## config.mk

```make
export PLATFORM = sky130hd
export DESIGN_NAME = splicer_frame_arbiter
export DESIGN_NICKNAME = d
export VERILOG_FILES = /design/src/rtl/splicer_frame_arbiter.sv
export SDC_FILE = /design/constraint.sdc
export NUM_CORES = 1
export LEC_CHECK = 0
export ABC_AREA = 1
export BUFFER_PORTS_ARGS = -buffer_cell sky130_fd_sc_hd__buf_2
export CAP_MARGIN = 15
export CORE_UTILIZATION = 42
export CTS_CLUSTER_SIZE = 30
export DETAILED_ROUTE_END_ITERATION = 8
export PLACE_DENSITY = 0.87
export SLEW_MARGIN = 30
export SYNTH_ARGS = -nofsm -noshare
export SYNTH_HDL_FRONTEND = slang
export SYNTH_SLANG_ARGS = --single-unit
export TNS_END_PERCENT = 100
```

## constraint.sdc

```tcl
create_clock -name aclk -period 3.9 [get_ports aclk]
set_input_delay 0.39 -clock aclk [delete_from_list [all_inputs] [get_ports aclk]]
set_output_delay 0.39 -clock aclk [all_outputs]
set_load 0.01 [all_outputs]
```

## src/rtl/splicer_frame_arbiter.sv

```systemverilog
// Frame-granular round-robin arbiter feeding the splicer AXI4-Stream input.
// Regenerates tuser/tlast from its own counters and zero-pads frames cut short by an early SOF.
module splicer_frame_arbiter #(
    parameter int DATA_WIDTH   = 48,
    parameter int FRAME_WIDTH  = 64,
    parameter int FRAME_HEIGHT = 48
) (
    input  logic                  aclk,
    input  logic                  aresetn,

    input  logic [DATA_WIDTH-1:0] s0_axis_tdata,
    input  logic                  s0_axis_tvalid,
    output logic                  s0_axis_tready,
    input  logic                  s0_axis_tuser,
    input  logic                  s0_axis_tlast,

    input  logic [DATA_WIDTH-1:0] s1_axis_tdata,
    input  logic                  s1_axis_tvalid,
    output logic                  s1_axis_tready,
    input  logic                  s1_axis_tuser,
    input  logic                  s1_axis_tlast,

    output logic [DATA_WIDTH-1:0] m_axis_tdata,
    output logic                  m_axis_tvalid,
    input  logic                  m_axis_tready,
    output logic                  m_axis_tuser,
    output logic                  m_axis_tlast,

    output logic                  m_src,
    output logic                  frame_done,
    output logic                  frame_err
);

    localparam int BEATS_PER_LINE = FRAME_WIDTH / 2;
    localparam int CW = (BEATS_PER_LINE > 1) ? $clog2(BEATS_PER_LINE) : 1;
    localparam int RW = (FRAME_HEIGHT > 1) ? $clog2(FRAME_HEIGHT) : 1;
    localparam logic [CW-1:0] COL_LAST = CW'(BEATS_PER_LINE - 1);
    localparam logic [RW-1:0] ROW_LAST = RW'(FRAME_HEIGHT - 1);

    localparam logic [1:0] ST_IDLE  = 2'd0;
    localparam logic [1:0] ST_GRANT = 2'd1;
    localparam logic [1:0] ST_FLUSH = 2'd2;

    logic [1:0]    state_q, state_d;
    logic [CW-1:0] col_q, col_d;
    logic [RW-1:0] row_q, row_d;
    logic          sel_q, sel_d;
    logic          last_grant_q, last_grant_d;
    logic          m_src_q, m_src_d;
    logic          frame_done_q, frame_done_d;
    logic          frame_err_q, frame_err_d;

    logic [DATA_WIDTH-1:0] sel_tdata;
    logic                  sel_tvalid;
    logic                  sel_tuser;
    logic                  sel_tlast;
    logic                  sel_tready;
    logic                  col_last;
    logic                  row_last;
    logic                  at_sof;
    logic                  advance;
    logic                  req0;
    logic                  req1;
    logic                  grant;

    assign sel_tdata  = sel_q ? s1_axis_tdata  : s0_axis_tdata;
    assign sel_tvalid = sel_q ? s1_axis_tvalid : s0_axis_tvalid;
    assign sel_tuser  = sel_q ? s1_axis_tuser  : s0_axis_tuser;
    assign sel_tlast  = sel_q ? s1_axis_tlast  : s0_axis_tlast;

    assign col_last = (col_q == COL_LAST);
    assign row_last = (row_q == ROW_LAST);
    assign at_sof   = (col_q == '0) && (row_q == '0);

    // AXI4-Stream: a beat transfers on a cycle where tvalid && tready; once tvalid
    // is raised it stays high with stable tdata until that transfer happens.
    always_comb begin
        state_d        = state_q;
        col_d          = col_q;
        row_d          = row_q;
        sel_d          = sel_q;
        last_grant_d   = last_grant_q;
        m_src_d        = m_src_q;
        frame_done_d   = 1'b0;
        frame_err_d    = 1'b0;
        advance        = 1'b0;
        sel_tready     = 1'b0;
        req0           = 1'b0;
        req1           = 1'b0;
        grant          = 1'b0;
        s0_axis_tready = 1'b0;
        s1_axis_tready = 1'b0;
        m_axis_tdata   = '0;
        m_axis_tvalid  = 1'b0;
        m_axis_tuser   = 1'b0;
        m_axis_tlast   = 1'b0;

        case (state_q)
            ST_IDLE: begin
                req0 = s0_axis_tvalid && s0_axis_tuser;
                req1 = s1_axis_tvalid && s1_axis_tuser;
                // Stray mid-frame beats are swallowed; SOF beats are held for the grant.
                s0_axis_tready = !s0_axis_tuser;
                s1_axis_tready = !s1_axis_tuser;
                if (req0 || req1) begin
                    grant   = (req0 && req1) ? !last_grant_q : req1;
                    sel_d   = grant;
                    m_src_d = grant;
                    state_d = ST_GRANT;
                end
            end
            ST_GRANT: begin
                if (sel_tvalid && sel_tuser && !at_sof) begin
                    frame_err_d = 1'b1;
                    state_d     = ST_FLUSH;
                end else begin
                    m_axis_tdata  = sel_tdata;
                    m_axis_tvalid = sel_tvalid;
                    m_axis_tuser  = at_sof;
                    m_axis_tlast  = col_last;
                    sel_tready    = m_axis_tready;
                    if (sel_tvalid && m_axis_tready) begin
                        advance = 1'b1;
                        if (sel_tlast != col_last) begin
                            frame_err_d = 1'b1;
                        end
                        if (col_last && row_last) begin
                            frame_done_d = 1'b1;
                            last_grant_d = sel_q;
                            state_d      = ST_IDLE;
                        end
                    end
                end
                s0_axis_tready = !sel_q && sel_tready;
                s1_axis_tready = sel_q && sel_tready;
            end
            ST_FLUSH: begin
                m_axis_tvalid = 1'b1;
                m_axis_tlast  = col_last;
                if (m_axis_tready) begin
                    advance = 1'b1;
                    if (col_last && row_last) begin
                        frame_done_d = 1'b1;
                        last_grant_d = sel_q;
                        state_d      = ST_IDLE;
                    end
                end
            end
            default: begin
                state_d = ST_IDLE;
            end
        endcase

        if (advance) begin
            if (col_last) begin
                col_d = '0;
                row_d = row_last ? '0 : row_q + RW'(1);
            end else begin
                col_d = col_q + CW'(1);
            end
        end

        // Nothing may be accepted or offered while reset is held.
        if (!aresetn) begin
            s0_axis_tready = 1'b0;
            s1_axis_tready = 1'b0;
            m_axis_tvalid  = 1'b0;
        end
    end

    always_ff @(posedge aclk) begin
        if (!aresetn) begin
            state_q      <= ST_IDLE;
            col_q        <= '0;
            row_q        <= '0;
            sel_q        <= 1'b0;
            last_grant_q <= 1'b1;
            m_src_q      <= 1'b0;
            frame_done_q <= 1'b0;
            frame_err_q  <= 1'b0;
        end else begin
            state_q      <= state_d;
            col_q        <= col_d;
            row_q        <= row_d;
            sel_q        <= sel_d;
            last_grant_q <= last_grant_d;
            m_src_q      <= m_src_d;
            frame_done_q <= frame_done_d;
            frame_err_q  <= frame_err_d;
        end
    end

    assign m_src      = m_src_q;
    assign frame_done = frame_done_q;
    assign frame_err  = frame_err_q;

endmodule

```

==> qor.csv <==
stage;metric;value;unit
die;core region area;4350;um^2
route;DRT Wirelength;6560;um
synth;Syn Nets;472;
critical_path;R2R setup slack;1.72;ns
place;pre-CTS worst setup slack;1.38;ns
min_path;Min-Delay Path Class;input port to flop;
cts;Post-CTS Setup Inserts;0;
grt;largest net degree at the start of global routing;55;
die;Die W;69.2;um
cts;Num Clock Sinks;17;
final_layout;Layout area overhead;43.9;%
power;Tot Pwr;0.663;mW
cts;clock latency on the worst-skew pair;0.26;ns
cts;cts repair resizes;0;
timing;RSZ-0062 raised after global routing;no;
synth;Synth top area share;30.1;%
route;DRC;0;
grt;grt ovf;0;
power;P_int;0.385;mW
grt;gr usage total;26.9;%
die;Boundary Pins;161;
power;Comb pwr share;50.8;%
route;wire per inst;11.8;um
timing;min Tclk post-route;2.76;ns
critical_path;CP startpoint kind;flop;
cts;Worst-path clk slew;0.07;ns
status;outcome;finished, final reports clean;
power;sequential share of power;27.5;%
synth;cell area after synthesis;1890;um^2
timing;worst slew pin tran;0.472;ns
synth;most area-consuming cells after synthesis;nand2_1 (30%), dfxtp_1 (18%), a21oi_1 (16%), nor2_1 (6.7%), ha_1 (5.9%);
timing;achievable frequency;362;MHz
grt;global-route wire length before repair;10700;um
power;power per cell area;243;nW/um^2
route;ANT nets after route;0;
timing;fin crit share;70.9;%
cts;TritonCTS Buffers;3;
power;Clock Power Share;21.8;%
cts;CTS H-Tree Depth;1;
run;max-cap viol count;0;
grt;vias in the first global route;2381;
synth;largest area contributor in the netlist;nand2_1;
power;Switching Fraction;42.0;%
final_layout;fin util;62.6;%
critical_path;critical-path maximum fanout;54;
final_layout;nets@finish;618;
critical_path;WP data required;3.51;ns
place;dpl hpwl;5240;um
synth;sequential area share after synthesis;18.0;%
critical_path;critical path capture point type;primary output;
final_layout;diode count;0;
timing;relative slew slack;68.5;%
power;Psw;0.278;mW
synth;Syn Inst Count;358;
cts;Root Driver;clkbuf_8;
timing;setup TNS;0;ns
timing;final hold violations;0;
power;leakage power;1.58;nW
power;Peak supply drop;0.127;mV
die;die height;69.2;um
synth;Seq cells post-synth;17;
route;vias;2694;
critical_path;Arr. time, crit path;2.37;ns
synth;Mean Syn Cell Area;5.29;um^2
synth;post-synth cell types;24;
final_layout;share of layout cells above drive strength 1;36.0;%
route;DR pass1 iterations;5;
critical_path;Crit Path Class;flop to primary output;
cts;CTS Buffer Depth;2;
place;GP Congestion;0.877;
timing;Layout Skew;0.00394;ns
timing;setup violators final;0;
timing;Setup WS post-layout;1.14;ns
die;Die Area;4780;um^2
cts;Hold-fix buffers, CTS;0;
synth;Synth warnings;0;
die;Core Rows;24;
grt;initial antenna violation count;0;
route;Vias per Instance;4.85;
cts;CTS tree;done;
timing;max-slew violations;0;
route;Initial DRC Count;193;
die;Initial Utilization;43.5;%
place;Port Buffers;160;
logic make-up (layout without fill, tap and decap cells):
logic type               Yosys count  in the layout  synth area share, %
adder cells (fa/ha/maj)            9              9                 5.94
AND/OR/NAND/NOR                  210            210                 44.9
buffers and inverters             49            194                 11.0
XOR/XNOR                           2              2                0.925
AO/OA/AOI/OAI                     71             71                 19.3
flip-flops                        17             17                 18.0
final cells by class:
class	count	area [um^2]
clock buffers	3	41.3
flip-flops and latches	17	342
inverters	28	108
repair buffers	162	816
clock inverters	1	7.51
well taps	52	65.1
multi-input cells	292	1350
fillers	416	1630
through the flow:
stage / area, um^2 / std cells / hold slack, ns
2_1_floorplan: 1890 / 358 / 0.438
3_3_place_gp: 2680 / 551 / 0.458
3_5_place_dp: 2680 / 551 / 0.463
4_1_cts: 2730 / 555 / 0.420
5_1_grt: 2730 / 555 / 0.441
6_report: 2730 / 555 / 0.423
synth_stat cells, drive strengths merged:
master and instances:
nand3 8, clkbuf 14, a211oi 2, xor2 1, ha 9, nand4 5, o31ai 1, buf 7
inv 28, or2 2, nor2 35, dfxtp 17, nand2 158, nor3 2, o21ai 6, xnor2 1
a21oi 61, a21boi 1
layer usage:
metal / vias to the layer above / global-route usage [%] / share of wire [%] / wire length (um)
met1: 1171 / 32.4 / 41 / 2700
met3: 9 / 1.46 / 4.4 / 288
met2: 97 / 50.7 / 53 / 3450
met4: 0 / 7.71 / 1.8 / 117
li1: 1417 / - / - / -
met5: - / 0 / 0 / 0
worst max-delay path, stage by stage, from the launching register on:
cell and delay, ns:
dfxtp_2 0.35, buf_4 0.42, nand2_1 0.12, nand2_2 0.10, nand2_1 0.06, inv_2 0.05
nand2_2 0.09, nand2_2 0.06, buf_4 0.40, nor2_1 0.11, nand2_1 0.08, a21oi_1 0.11
buf_2 0.17
final timing paths:
path,from,end,cells after the start
worst min-delay path,s1_axis_tvalid,m_src,3
worst min register to register,last_grant_q,last_grant_q,2
worst max-delay path,m_src,s1_axis_tready,12
worst max register to register,m_src,state_q[0],13
sequential cells by signal, summed over array words and instances (netlist names):
register / cells
row_q: 6
col_q: 5
state_q: 2
frame_done: 1
frame_err: 1
last_grant_q: 1
m_src: 1
layout by cell type, fill, tap and decap left out:
cell | Yosys | final
a21boi_0 | 1 | 1
inv_1 | 25 | 25
nor3_1 | 2 | 2
inv_4 | 1 | 1
nand2_2 | 6 | 6
xnor2_1 | 1 | 1
clkbuf_8 | 0 | 3
xor2_1 | 1 | 1
buf_4 | 0 | 2
nand3_1 | 6 | 6
or2_2 | 2 | 2
a21oi_1 | 61 | 61
nand3_2 | 2 | 2
nand2_1 | 152 | 152
ha_1 | 9 | 9
o31ai_1 | 1 | 1
nor2_4 | 1 | 1
clkinvlp_4 | 0 | 1
dfxtp_1 | 17 | 16
buf_2 | 5 | 160
inv_2 | 2 | 2
o21ai_0 | 6 | 6
nand4_1 | 5 | 5
a211oi_1 | 2 | 2
nor2_1 | 34 | 34
dfxtp_2 | 0 | 1
power groups by stage:
stage               clock network, mW  registers, mW  logic [mW]
floorplan                           0          0.185       0.197
global placement                    0          0.186       0.331
global route                    0.147          0.183       0.376
detailed placement                  0          0.186       0.336
finish                          0.144          0.182       0.337
CTS                             0.141          0.182       0.338
Note: power is estimated with default switching activity, not from simulation.
